===== src/rtl/irq_ctrl_pkg.sv =====
// irq_ctrl_pkg: register select codes, FSM states and limits shared by the interrupt controller.
package irq_ctrl_pkg;
  localparam int MAX_SRC = 8;
  typedef enum logic [1:0] {REG_IE = 2'd0, REG_IF = 2'd1, REG_OVR = 2'd2, REG_RSVD = 2'd3} reg_sel_e;
  typedef enum logic [1:0] {ST_IDLE = 2'd0, ST_REQ = 2'd1, ST_ACK = 2'd2} state_e;
endpackage


===== src/rtl/irq_prio_enc.sv =====
// irq_prio_enc: lowest-index-wins priority encoder, returns index and any-set flag.
module irq_prio_enc #(
  parameter int N = 5
) (
  input  logic [N-1:0] req,
  output logic [2:0]   id,
  output logic         valid
);
  always_comb begin
    id = 3'd0;
    for (int i = N - 1; i >= 0; i--)
      if (req[i]) id = 3'(i);
    valid = |req;
  end
endmodule


===== src/rtl/irq_ctrl.sv =====
// irq_ctrl: edge-detecting interrupt controller with IE/IF registers and request/take CPU handshake.
// Define IRQ_CTRL_OVR_EN to add the sticky overrun register on reg_sel 2.
module irq_ctrl
  import irq_ctrl_pkg::*;
#(
  parameter int          NUM_SRC    = 5,
  parameter logic [15:0] VEC_BASE   = 16'h0040,
  parameter logic [15:0] VEC_STRIDE = 16'h0008
) (
  input  logic               clk,
  input  logic               rst,
  input  logic [NUM_SRC-1:0] irq_req,
  input  logic [1:0]         reg_sel,
  input  logic               reg_wr,
  input  logic [7:0]         reg_din,
  output logic [7:0]         reg_dout,
  output logic               int_pend,
  input  logic               int_take,
  output logic [2:0]         int_id,
  output logic [15:0]        int_vec
);
  typedef logic [NUM_SRC-1:0] src_t;
  src_t req_q, req_d, ie_q, ie_d, if_q, if_d, edge_v, act, take_mask, if_base;
  state_e state_q, state_d;
  logic [2:0] int_id_q, int_id_d, prio;
  logic prio_vld, take;
  logic [7:0] ovr_rd;
  logic [7:0] unused_din;
  assign unused_din = reg_din;
  irq_prio_enc #(.N(NUM_SRC)) u_prio (.req(act), .id(prio), .valid(prio_vld));
  always_comb begin
    req_d = irq_req;
    edge_v = irq_req & ~req_q;
    act = ie_q & if_q;
    take = state_q == ST_REQ && prio_vld && int_take;
    take_mask = take ? src_t'(1) << int_id_q : '0;
    ie_d = reg_wr && reg_sel == REG_IE ? reg_din[NUM_SRC-1:0] : ie_q;
    if_base = (reg_wr && reg_sel == REG_IF ? reg_din[NUM_SRC-1:0] : if_q) & ~take_mask;
    if_d = if_base | edge_v;
  end
`ifdef IRQ_CTRL_OVR_EN
  src_t ovr_q, ovr_d;
  // An edge on a bit still pending after this cycle's clears is a lost interrupt; set beats clear.
  always_comb ovr_d = (ovr_q & ~(reg_wr && reg_sel == REG_OVR ? reg_din[NUM_SRC-1:0] : '0))
                    | (edge_v & if_q & if_base);
  always_ff @(posedge clk)
    if (!rst) ovr_q <= '0;
    else ovr_q <= ovr_d;
  assign ovr_rd = 8'(ovr_q);
`else
  assign ovr_rd = 8'h00;
`endif
  always_ff @(posedge clk)
    if (!rst) begin
      req_q <= '0;
      ie_q <= '0;
      if_q <= '0;
      state_q <= ST_IDLE;
      int_id_q <= 3'd0;
    end else begin
      req_q <= req_d;
      ie_q <= ie_d;
      if_q <= if_d;
      state_q <= state_d;
      int_id_q <= int_id_d;
    end
  always_comb begin
    state_d = state_q;
    int_id_d = int_id_q;
    unique case (state_q)
      ST_IDLE: if (prio_vld) begin
        state_d = ST_REQ;
        int_id_d = prio;
      end
      ST_REQ: if (!prio_vld) state_d = ST_IDLE;
        else if (int_take) state_d = ST_ACK;
        else int_id_d = prio;
      default: state_d = ST_IDLE;
    endcase
  end
  always_comb begin
    int_pend = state_q == ST_REQ;
    int_id = int_id_q;
    int_vec = VEC_BASE + 16'(int_id_q) * VEC_STRIDE;
    reg_dout = reg_sel == REG_IE ? 8'(ie_q) :
               reg_sel == REG_IF ? 8'(if_q) :
               reg_sel == REG_OVR ? ovr_rd : 8'h00;
  end
endmodule


===== config.mk =====
export PLATFORM = sky130hd
export DESIGN_NAME = irq_ctrl
export DESIGN_NICKNAME = d
export VERILOG_FILES = /design/src/rtl/irq_ctrl_pkg.sv /design/src/rtl/irq_prio_enc.sv /design/src/rtl/irq_ctrl.sv
export SDC_FILE = /design/constraint.sdc
export NUM_CORES = 1
export LEC_CHECK = 0
export ABC_AREA = 1
export BUFFER_PORTS_ARGS = -buffer_cell sky130_fd_sc_hd__buf_2
export CORE_MARGIN = 2
export CORE_UTILIZATION = 40
export DETAILED_ROUTE_END_ITERATION = 8
export PLACE_DENSITY = 0.76
export SYNTH_ARGS = -nofsm -noshare
export SYNTH_HDL_FRONTEND = slang
export SYNTH_HIERARCHICAL = 1
export SYNTH_SLANG_ARGS = --single-unit

===== constraint.sdc =====
create_clock -name clk -period 1.7 [get_ports clk]
set_input_delay 0.17 -clock clk [delete_from_list [all_inputs] [get_ports clk]]
set_output_delay 0.17 -clock clk [all_outputs]
set_load 0.01 [all_outputs]

-- After elaboration in Yosys (flattened, before gate mapping)
Cells that the tools add are included.
- add/subtract/negate cells: 1
- eq/ne operators: 6
- shifts and indexed selects: 1
- multiplexer cells: 17
- bitwise logic cells: 6
- reduce and logical (&&, ||, !) cells: 10
- operators with widths (kind ; count):
    two-way mux 3 bit ; 8
    two-way mux 5 bit ; 4
    AND 5 bit ; 3
    inverter 5 bit ; 2
    adder 7 x 6 -> 8 bit (first input constant) ; 1
    two-way mux 2 bit ; 3
    case mux 3 bit (2 select lines) ; 1
    OR 5 bit ; 1
    OR reduction 5 bit ; 1
    left shift 1 x 3 -> 5 bit (first input constant) ; 1
    == test 2 x 1 -> 1 bit (second input constant) ; 2
    logical AND 1 bit ; 4
    logical NOT 2 bit ; 2
    != test 2 bit (second input constant) ; 2
    case mux 2 bit (2 select lines) ; 1
    AND reduction 4 bit ; 1
    != test 3 bit (second input constant) ; 1
    != test 2 x 1 -> 1 bit (second input constant) ; 1
    AND reduction 2 bit ; 1
    nonzero test 2 bit ; 1
- register bits after elaboration: 20
- input port bits: 19
- output and inout bits: 28

-- Logic depth before layout (Yosys ltp)
Gate-level depths: netlist of run 1.
- word-level depth: 9
- mapped depth: 9
- mapped depth without buffers: 9

-- Modules after synthesis
The synthesis of run 1 kept the hierarchy.
- modules (own cells, without submodules) (module ; times used ; cells each ; area each (um^2) ; sequential area each (um^2)):
    irq_ctrl ; 1 ; 167 ; 1117.3 ; 400.4
    irq_prio_enc ; 1 ; 11 ; 47.5 ; 0.0

-- Least setup slack after synthesis of run 1
OpenSTA, ideal clock, no wires.
- kind: reg-to-reg
- start point: register if_q[0]
- end point: register if_q[0]
- library setup time: 113 ps
- data arrival time: 978 ps
- slack: 609 ps
- cell stages (with the launch flop): 10
- clock period less this slack: 1091 ps
- path through: dfxtp_1 nand2_1 inv_1 nor2_1 nand3_1 nand2_1 nor2_2 nand2_1 nand3_1 nand2_1
- word-level cells in the longest chain between the ends: 8
- elaborated cells on any way between the ends: 9
- classes of those cells: mux: 2; bitwise: 4; reduce/logical: 3
- RTL lines (what ; RTL line ; source):
    start, declared ; irq_ctrl.sv:23 ; src_t req_q, req_d, ie_q, ie_d, if_q, if_d, edge_v, act, take_mask, if_base;
    start signal, assigned ; irq_ctrl.sv:63 ; if_q <= if_d;
    AND 5 bit ; irq_ctrl.sv:34 ; act = ie_q & if_q;
    net act[0] ; irq_ctrl.sv:23 ;
    OR reduction 5 bit ; irq_prio_enc.sv:13 ; valid = |req;
    net prio_vld ; irq_ctrl.sv:26 ; logic prio_vld, take;
    logical AND 1 bit (2 in a row) ; irq_ctrl.sv:35 ; take = state_q == ST_REQ && prio_vld && int_take;
    two-way mux 5 bit ; irq_ctrl.sv:36 ; take_mask = take ? src_t'(1) << int_id_q : '0;
    inverter 5 bit ; irq_ctrl.sv:38 ; if_base = (reg_wr && reg_sel == REG_IF ? reg_din[NUM_SRC-1:0] : if_q) & ~take_mask;
    AND 5 bit ; irq_ctrl.sv:38 ;
    OR 5 bit ; irq_ctrl.sv:39 ; if_d = if_base | edge_v;
The timed path passes the listed nets, and every way through them passes these cells.
A chain may end at the register's enable or synchronous reset.

-- Worst setup path after layout of run 1
- start point: register if_q[2]
- end point: register int_id_q[0] (netlist: int_id[0])
- elaborated cells on any way between the ends: 12
- classes of those cells: eq/ne: 2; mux: 7; bitwise: 1; reduce/logical: 2
- RTL lines (what ; RTL line ; source):
    AND 5 bit * ; irq_ctrl.sv:34 ;
    net act[2] ; irq_ctrl.sv:23 ;
    OR reduction 5 bit * ; irq_prio_enc.sv:13 ;
    net prio_vld ; irq_ctrl.sv:26 ;
    != test 2 x 1 -> 1 bit (no line) / != test 2 bit (equally long branches) ; - ;
    AND reduction 4 bit (no line) * ; - ;
    end signal, assigned ; irq_ctrl.sv:65 ; int_id_q <= int_id_d;
    end, declared ; irq_ctrl.sv:25 ; logic [2:0] int_id_q, int_id_d, prio;
Mark *: on every way through the listed nets, which the timed path passes. The rest lies on a longest branch. The select of a mux whose other input is x is not followed.

==> summary by stage, run 1 <==
Finish
The number of diodes is 0. The share of post-route cells with drive strength above 1 is 0.205. For this run, the share of the core covered by cells in the final layout is 0.458. In the final design database the tool counted 220 nets. The area growth from synthesis to layout is 8.38%.

Min path
The path class of the tightest hold or removal check is input port to flop.

Worst setup path
The category of the worst setup path launch point is a flop. The type of element capturing the critical path is a flop. The startpoint-to-endpoint class of the critical path is flop to flop. At the worst endpoint, the required time is 1.91 ns. The critical path arrival is 1.50 ns. The peak fanout along the critical path is 5.

Timing
Setup violations remaining at the end of the flow were counted as 0. The worst clock skew is 0.00370 ns. The maximum achievable frequency is 775 MHz. The worst path needs 1.29 ns of the cycle, external delays included. Setup repair after global routing left no endpoint under its margin. The worst-case hold slack is 0.0437 ns.

The number of max-slew violations in the final report came to 0. The share of the cycle needed by the critical path after routing is 0.759. The total count of hold-check failures in the final report is 0.

The accumulated negative setup slack is 0 ns.

Die
The die extent in y is 58.0 um. For this configuration, the core starts out at a cell density of 0.422. The count of boundary I/O pins is 47. After floorplanning, the core was sized to cover 2760 um^2.

The area of the die is 3360 um^2. The cell row count is 19. The die width is 58.0 um.

Global routing
The via count of the first global-routing pass was 887. In the global route stage, met3 resource usage came out at 0.0223. For met1 alone, demand over resource in global routing was 0.146. The number of antenna violations at the first check in global routing is 0.

For this run, the total global-route usage over all layers was measured as 0.135. In this run the most used layer during global routing was met2. The first global-routing pass estimated 3440 um of wire. The met2 track demand over resource in global routing is 0.248.

The maximum number of pins on one net before global-route repair is 20. The remaining global-route overflow is 0.

CTS
TritonCTS built the clock tree. The source-to-sink clock delay at the later pin of the worst-skew pair is 0.31 ns. Counting every sink on the clock net gives 20. In this run, CTS created clock tree buffers numbering 3.

Clock-pin slew was measured on the worst setup and hold paths at 0.11 ns. The tree is rooted in a clkbuf_4. The number of hold buffers added after CTS was 0. The post-cts gate resize count is 0. The number of buffers on the longest clock path is 2. CTS built an H-tree with a depth of 1. Buffers added to address setup during post-CTS repair amount to 0.

Yosys
The adder-cell share of the synthesized area is 0. The synthesized design contains 20 register bits. The post-synthesis instance area is 1160 um^2. The post-synthesis sequential area ratio is 0.344. The compound-gate portion of the synthesized area is 0.0387. After synthesis, the largest family of logic cells by area is simple AND/OR/NAND/NOR gates.

The portion of synthesized area spent on multiplexers is 0. In this run the mean area of a mapped cell was 6.54 um^2. Of the total synthesized cell area, the portion taken by XOR and XNOR cells is 0.

Of the total synthesized cell area, the portion taken by AND, OR, NAND and NOR gates is 0.383. The count of cell types in the netlist is 22. After technology mapping, the gate count stands at 178.

Yosys printed 6 warnings.

Pwr
The power per standard cell area is 885 nW/um^2. The peak supply drop is 0.000651 V. The leakage power is 0.719 nW.

Run
Across the run, the number of max-cap violations was 0.

Route
In the routed layout, each cell is associated on average with a via count of 4.41. For this block, the via count after detailed routing is 1019. Summed over all layers, the routed wires come to 2070 um.

The remaining antenna violation count after routing is 0. The detailed router finished its first iteration with 19 violations. The first detailed-routing pass ran for 4 iterations.

In the routed design, unresolved DRC markers number 0. The wire length per cell after detailed routing is 8.94 um.

Place
The count of buffers added on input and output ports is 27. The congestion estimate from routability-driven global placement came to 0.818. Detailed placement ended at an HPWL of 1640 um.

Outcome
The flow ran to the end, and the final reports show no timing, DRC or antenna violations.
routing by layer:
metal,vias to the layer above,part of all wire
met5,-,0
met4,0,0.028
met3,5,0.054
met2,24,0.47
met1,437,0.45
li1,553,-
through the flow:
stage	worst slack (ns)	instances	total power [W]	area, um^2
2_1_floorplan	0.609	192	0.000717	1220
3_3_place_gp	0.457	227	0.000736	1210
3_5_place_dp	0.437	227	0.000741	1210
4_1_cts	0.415	231	0.00114	1260
5_1_grt	0.200	231	0.00118	1260
6_report	0.409	231	0.00112	1260
sequential cells by signal, indices dropped and copies added, names as in the netlist:
name / flops
ie_q: 5
if_q: 5
int_id: 3
req_q: 5
state_q: 2
final cells by class:
| cell class | count | area [um^2] |
|---|---|---|
| Clock buffer | 3 | 22.5 |
| Clock inverter | 1 | 30.0 |
| Fill cell | 313 | 1500 |
| Inverter | 22 | 83.8 |
| Multi-Input combinational cell | 127 | 552 |
| Sequential cell | 20 | 400 |
| Tap cell | 31 | 38.8 |
| Timing Repair Buffer | 27 | 135 |
kinds of logic (layout without fill, tap and decap cells):
kind of cell / after synthesis / count (layout)
other: 2 / 16
flip-flops: 20 / 20
AND/OR/NAND/NOR: 102 / 102
AO/OA/AOI/OAI: 9 / 9
buffers and inverters: 45 / 53
Yosys cell counts, drive strengths merged:
| cell type | instances | area share |
|---|---|---|
| a21oi | 1 | 0.0043 |
| buf | 23 | 0.16 |
| clkinv | 1 | 0.0043 |
| conb | 2 | 0.0064 |
| dfxtp | 20 | 0.34 |
| inv | 21 | 0.068 |
| nand2 | 49 | 0.16 |
| nand3 | 13 | 0.060 |
| nand4 | 5 | 0.027 |
| nor2 | 28 | 0.10 |
| nor3 | 2 | 0.0086 |
| o21ai | 8 | 0.034 |
| or2 | 5 | 0.027 |
cells in the final DEF (no fill, tap or decap), drive strengths merged:
master / count
nand2: 49
nand4: 5
clkbuf: 3
nor2: 28
buf: 27
a21oi: 1
o21ai: 8
bufinv: 1
inv: 21
conb: 16
nand3: 13
dfxtp: 20
nor3: 2
or2: 5
clkinv: 1
worst paths after layout:
path | start | cells after the start | slack (ns) | end
setup reg to reg | if_q[2]$_SDFF_PN0_ | 7 | 0.41 | int_id[0]$_SDFFE_PN0P_
hold / removal | irq_req[2] | 3 | 0.04 | req_q[2]$_SDFF_PN0_
hold reg to reg | req_q[1]$_SDFF_PN0_ | 2 | 0.47 | if_q[1]$_SDFF_PN0_
setup / recovery | if_q[2]$_SDFF_PN0_ | 7 | 0.41 | int_id[0]$_SDFFE_PN0P_
critical path: stages (launching register included):
cell,delay (ns)
dfxtp_1,0.39
nand2_1,0.08
inv_1,0.08
nor2_2,0.06
nand3_1,0.09
nand3_1,0.21
o21ai_0,0.22
nor2_1,0.05
report_power, final:
group / switching [W] / internal (W) / leakage (nW)
Sequential: 0.0000293 / 0.000503 / 0.165
Combinational: 0.000123 / 0.0000732 / 0.526
Clock: 0.000150 / 0.000239 / 0.0279
(Power assumes the default switching activity.)
==> inputs of run 2 (changes only) <==
PLACE_DENSITY = 0.79   (was 0.76)
clock period = 1.1 ns   (was 1.7 ns; I/O delays follow)
==> summary by stage, run 2 (synthesized netlist as in run 1, its figures left out) <==
Global routing
The maximum number of pins on one net before global-route repair was 17 (-15%). The number of antenna violations at the first check in global routing is 0 (unchanged). The met3 usage is 0.0313 (+0.00893). The global-route wire length before repair is 4080 um (+19%). The routing usage on met1 is 0.194 (+0.0481). The layer flagged by global routing as most heavily used is met2. The remaining global-route overflow is 0 (unchanged). The aggregate global-route resource usage was 0.158 (+0.0231). The met2 track demand over resource in global routing is 0.256 (+0.00812). The via count of the first global-routing pass is 1019 (+15%).

Die
The count of boundary I/O pins is 47 (unchanged). The die width is 58.0 um (unchanged). The die extent in y is 58.0 um (unchanged). The area of the die was 3360 um^2 (unchanged). The initial standard-cell utilization of the core came to 0.422 (unchanged).

The area of the core is 2760 um^2 (unchanged). The cell row count is 19 (unchanged).

Timing
The worst-case hold slack is 0.0631 ns (+0.0194 ns). The total count of hold-check failures in the final report is 0 (unchanged). The maximum achievable frequency is 881 MHz.

The final setup violation count is 11 (+11). The minimum setup slack in the final design came to -0.0350 ns (-0.444 ns). The number of max-slew violations in the final report is 0 (unchanged). The accumulated negative setup slack is -0.161 ns (-0.161 ns). Counting I/O delays and the setup requirement, the final critical path takes 1.14 ns. The share of the cycle needed by the critical path after routing is 1.03. The worst clock skew is 0.00716 ns (+0.00346 ns). Setup repair after global routing could not meet its margin everywhere.

Min path
In this run the worst hold path is classified as input port to flop.

Pwr
The peak supply drop came to 0.000987 V (+52%). The power per standard cell area is 1190 nW/um^2 (+35%). The leakage power was 0.870 nW (+21%).

The power after layout came to 0.00191 W (+71%).

Finish
The final non-filler cell total is 257 (+11%). The largest registers in the layout are ie_q x5, if_q x5, req_q x5. The share of post-route cells with drive strength above 1 is 0.398 (+0.193). The commonest non-fill, non-tap cell in the layout is nand2_1. The number of nets in the finished design is 246 (+12%). The area growth from synthesis to layout is 37.3%.

In the layout the commonest cells are nand2_1 (44), buf_2 (27), nor2_1 (21), conb_1 (16), buf_4 (14). The number of diodes is 0 (unchanged). The design area is 1600 um^2 (+27%).

Place
The number of buffer cells added on primary ports is 27 (unchanged). The area after detailed placement is 1330 um^2 (+9.9%). The number of cells after detailed placement was 243 (+7.0%). The placer's final routability congestion estimate is 0.841 (+2.8%).

The HPWL after detailed placement was 1830 um (+12%).

CTS
TritonCTS built the clock tree. The number of buffers on the longest clock path is 2 (unchanged). CTS placed an instance of clkbuf_4 at the clock tree root. The clock-pin slew on the worst setup and hold paths is 0.12 ns (about the same). The source-to-sink clock delay at the later pin of the worst-skew pair came to 0.31 ns (about the same). The maximum level of the CTS H-tree is 1 (unchanged). The number of CTS-inserted buffers is 3 (unchanged). The TritonCTS sink count came to 20 (unchanged).

Run
The max-cap violation count came to 0 (unchanged).

Route
The wire length per cell after detailed routing is 10.1 um (+13%). The iteration count of the initial detailed-routing pass is 4 (unchanged). The starting DRC count in detailed routing came to 17 (-2). The vias per cell came to 4.54 (+2.8%). The post-detailed-routing wire length came to 2590 um (+26%). The via count came to 1166 (+14%). The residual DRC count is 0 (unchanged). The remaining antenna violation count after routing is 0 (unchanged).

Worst setup path
STA classifies the critical path endpoint as an output pin. The critical path arrival is 1.03 ns (-0.47 ns). The peak fanout along the critical path is 2 (-3). The critical path is of the flop to output pin type. The worst setup path is launched from a flop. The data required time of the worst path was 0.99 ns (-0.92 ns).

Outcome
The flow ran to the end, but the final reports show violations. The checks that failed: setup timing.
[run 2: worst paths after layout]
path / from / endpoint / slack [ns] / cells past startpoint
setup / recovery: if_q[0]$_SDFF_PN0_ / reg_dout[0] / -0.04 / 4
hold / removal: reg_din[1] / ie_q[1]$_SDFFE_PN0P_ / 0.06 / 3
setup reg to reg: if_q[1]$_SDFF_PN0_ / if_q[0]$_SDFF_PN0_ / -0.02 / 9
hold reg to reg: req_q[3]$_SDFF_PN0_ / if_q[3]$_SDFF_PN0_ / 0.47 / 2
[run 2: stage by stage]
| stage | worst slack, ns | util |
|---|---|---|
| after global placement | -0.0646 | 0.482 |
| after global routing | -0.116 | 0.580 |
| after detailed placement | -0.0991 | 0.482 |
| final | -0.0350 | 0.580 |
| after floorplan | 0.00893 | - |
| after CTS | -0.0303 | 0.549 |
[run 2: timing repair]
item | 4_1_cts | 5_1_grt
gates resized for setup | 26 | 17
hold buffers | 5 | 0
pin swaps | 7 | 12
gates cloned | 0 | 0
buffers inserted | 1 | 4
setup endpoints to repair | 14 | 15
hold endpoints to repair | 5 | 0
[run 2: area by class of cell]
type | instances | area [um^2]
Clock buffer | 3 | 22.5
Clock inverter | 1 | 30.0
Fill cell | 258 | 1160
Inverter | 22 | 86.3
Multi-Input combinational cell | 127 | 642
Sequential cell | 20 | 410
Tap cell | 31 | 38.8
Timing Repair Buffer | 53 | 369
[run 2: metal layers]
metal,wire length (um),vias to the layer above
li1,-,610
met1,1070,507
met2,1280,34
met3,129,15
met4,112,0
met5,0,-
[run 2: power by group]
group / leakage [nW] / switching, W / internal [W]
Sequential: 0.167 / 0.0000458 / 0.000784
Combinational: 0.674 / 0.000252 / 0.000222
Clock: 0.0279 / 0.000236 / 0.000369
Total: 0.870 / 0.000533 / 0.00137
[run 2: worst max-delay path, stage by stage, from the launching register on]
cell     delay, ns
dfxtp_2       0.37
buf_6         0.10
nand3_2       0.06
nand2_1       0.06
buf_2         0.12
==> inputs of run 3 (changes only) <==
CAP_MARGIN = 20   (was unset)
CTS_CLUSTER_DIAMETER = 30   (was unset)
PLACE_DENSITY = unset   (was 0.79)
PLACE_DENSITY_LB_ADDON = 0.25   (was unset)
==> summary by stage, run 3 (synthesized netlist as in run 1, its figures left out) <==
CTS
The clock tree from TritonCTS is done. The number of CTS-inserted buffers is 3 (unchanged). The clock-pin slew on the worst setup and hold paths came to 0.13 ns (about the same). The TritonCTS sink count is 20 (unchanged). The root buffer cell is clkbuf_4. The maximum level of the CTS H-tree is 1 (unchanged). The number of buffers on the longest clock path came to 2 (unchanged). The source-to-sink clock delay at the later pin of the worst-skew pair was 0.31 ns (about the same).

Finish
The share of post-route cells with drive strength above 1 is 0.393 (-0.00537). The library cells used most frequently in the layout, excluding fill and tap cells, are nand2_1 (43), buf_2 (26), nor2_1 (24), conb_1 (16). The commonest non-fill, non-tap cell in the layout is nand2_1. The largest registers in the layout are ie_q x5, if_q x5, req_q x5. The design area is 1570 um^2 (-1.9%).

The fill cell total of the finished layout came to 273 (+5.8%). The final non-filler cell total was 255 (-0.78%). The number of nets in the finished design came to 244 (-0.81%). Relative to the synthesized area, the layout overhead comes to 34.7%. The number of diodes is 0 (unchanged).

The core utilization of the finished layout is 0.569 (-0.0109).

Place
The number of cells after detailed placement came to 245 (+0.82%). The HPWL after detailed placement is 1900 um (+3.9%). The number of buffer cells added on primary ports is 27 (unchanged).

The area after detailed placement is 1350 um^2 (+1.1%). The placer's final routability congestion estimate was 0.834 (-0.82%).

Worst setup path
The peak fanout along the critical path is 2 (unchanged). By startpoint and endpoint, the worst setup path is classified as flop to output pin. The launch instance of the worst register-to-register path is if_q[3]$_SDFF_PN0_. The worst setup path is captured at an output pin. The data required time of the worst path was 0.99 ns (about the same). The first element of the critical path is if_q[3]$_SDFF_PN0_.

The category of the worst setup path launch point is a flop. The critical path arrival is 1.02 ns (about the same).

Pwr
The power per standard cell area is 1110 nW/um^2 (-6.8%). The leakage power is 0.850 nW (-2.3%). The peak supply drop came to 0.000963 V (-2.4%).

The power after layout is 0.00174 W (-8.6%).

Outcome
The final reports fail on setup timing. The flow ran to the end, but the final reports show violations.

Route
The residual DRC count is 0 (unchanged). The starting DRC count in detailed routing was 29 (+12). The post-detailed-routing wire length is 2670 um (+3.1%). The via count came to 1153 (-1.1%).

The post-route met1 wirelength is 1170 um (+9.4%). The met3 wire length was 107 um (-17%). The wire length on met2 is 1350 um (+5.4%). The vias per cell was 4.52 (-0.34%). In this run the top signal layer used is met4. The wire length per cell after detailed routing came to 10.5 um (+3.9%).

The iteration count of the initial detailed-routing pass is 4 (unchanged). The remaining antenna violation count after routing came to 0 (unchanged).

Run
The max-cap violation count was 0 (unchanged).

Timing
The minimum setup slack in the final design is -0.0257 ns (+0.00933 ns). The worst clock skew came to 0.00409 ns (-0.00307 ns). The final setup violation count is 13 (+2). Setup repair after global routing could not meet its margin everywhere.

The share of the cycle needed by the critical path after routing is 1.02 (-0.00848). The minimum clock period after layout is 1.13 ns (-0.00933 ns). The total count of hold-check failures in the final report is 0 (unchanged). The maximum achievable frequency is 888 MHz (+0.83%). The number of max-slew violations in the final report is 0 (unchanged).

Die
The area of the die is 3360 um^2 (unchanged). The cell row count is 19 (unchanged). The count of boundary I/O pins came to 47 (unchanged). The die width is 58.0 um (unchanged). The die extent in y is 58.0 um (unchanged). The initial standard-cell utilization of the core is 0.422 (unchanged). The area of the core came to 2760 um^2 (unchanged).

Global routing
The aggregate global-route resource usage is 0.175 (+0.0172). The via count of the first global-routing pass is 1045 (+2.6%). The remaining global-route overflow is 0 (unchanged). The maximum number of pins on one net before global-route repair is 15 (-2). The number of antenna violations at the first check in global routing was 0 (unchanged). The global-route wire length before repair is 4490 um (+10%).

Min path
The worst hold-check path type is input port to flop. The critical hold path startpoint is reg_din[2].
run 3: cell count changes in the layout (fill, tap and decap cells not counted), sizes merged:
| cell | change |
|---|---|
| bufinv | -1 |
| buf | -2 |
| clkbuf | +1 |
run 3: final cells by class:
type / count / area [um^2] / share of cell area
clock buffer: 4 / 36.3 / 0.0231
inverter: 22 / 83.8 / 0.0534
multi-input combinational: 127 / 637 / 0.406
sequential: 20 / 413 / 0.263
tap: 31 / 38.8 / 0.0247
timing repair buffer: 51 / 360 / 0.230
run 3: critical path, cell delays in order, from the launching register on:
cell     delay (ns)
dfxtp_2        0.37
buf_6          0.10
nand3_2        0.06
nand2_1        0.06
buf_2          0.12
run 3: through the flow:
| step | setup TNS [ns] | hold WS, ns | setup WS, ns |
|---|---|---|---|
| floorplan | 0 | 0.215 | 0.00893 |
| global placement | -0.352 | 0.302 | -0.0756 |
| detailed placement | -0.470 | 0.305 | -0.0873 |
| CTS | -0.153 | 0.0684 | -0.0276 |
| global route | -1.25 | 0.0759 | -0.103 |
| finish | -0.174 | 0.0575 | -0.0257 |
run 3: where the power goes:
group | internal [W] | switching, W | total, W
combinational | 0.000211 | 0.000244 | 0.000455
sequential | 0.000784 | 0.0000416 | 0.000825
clock | 0.000202 | 0.000261 | 0.000464
run 3: layer usage:
layer	track usage	vias to the layer above
met5	0	-
met4	0.0598	0
met3	0.0290	6
met2	0.307	33
met1	0.216	514
li1	-	600
run 3: path summary, 6_finish.rpt:
kind                     endpoint  slack [ns]  depth (start not counted)
max                   reg_dout[3]       -0.03                          4
min          ie_q[2]$_SDFFE_PN0P_        0.06                          3
min reg2reg    if_q[1]$_SDFF_PN0_        0.47                          2
max reg2reg    if_q[1]$_SDFF_PN0_       -0.02                          9
run 3: repair_timing:
| item | 4_1_cts | 5_1_grt |
|---|---|---|
| hold buffers | 5 | 0 |
| hold endpoints to repair | 5 | 0 |
| pin swaps | 15 | 10 |
| gates resized for setup | 31 | 12 |
| buffers inserted | 1 | 0 |
| endpoints found under the setup margin | 14 | 17 |
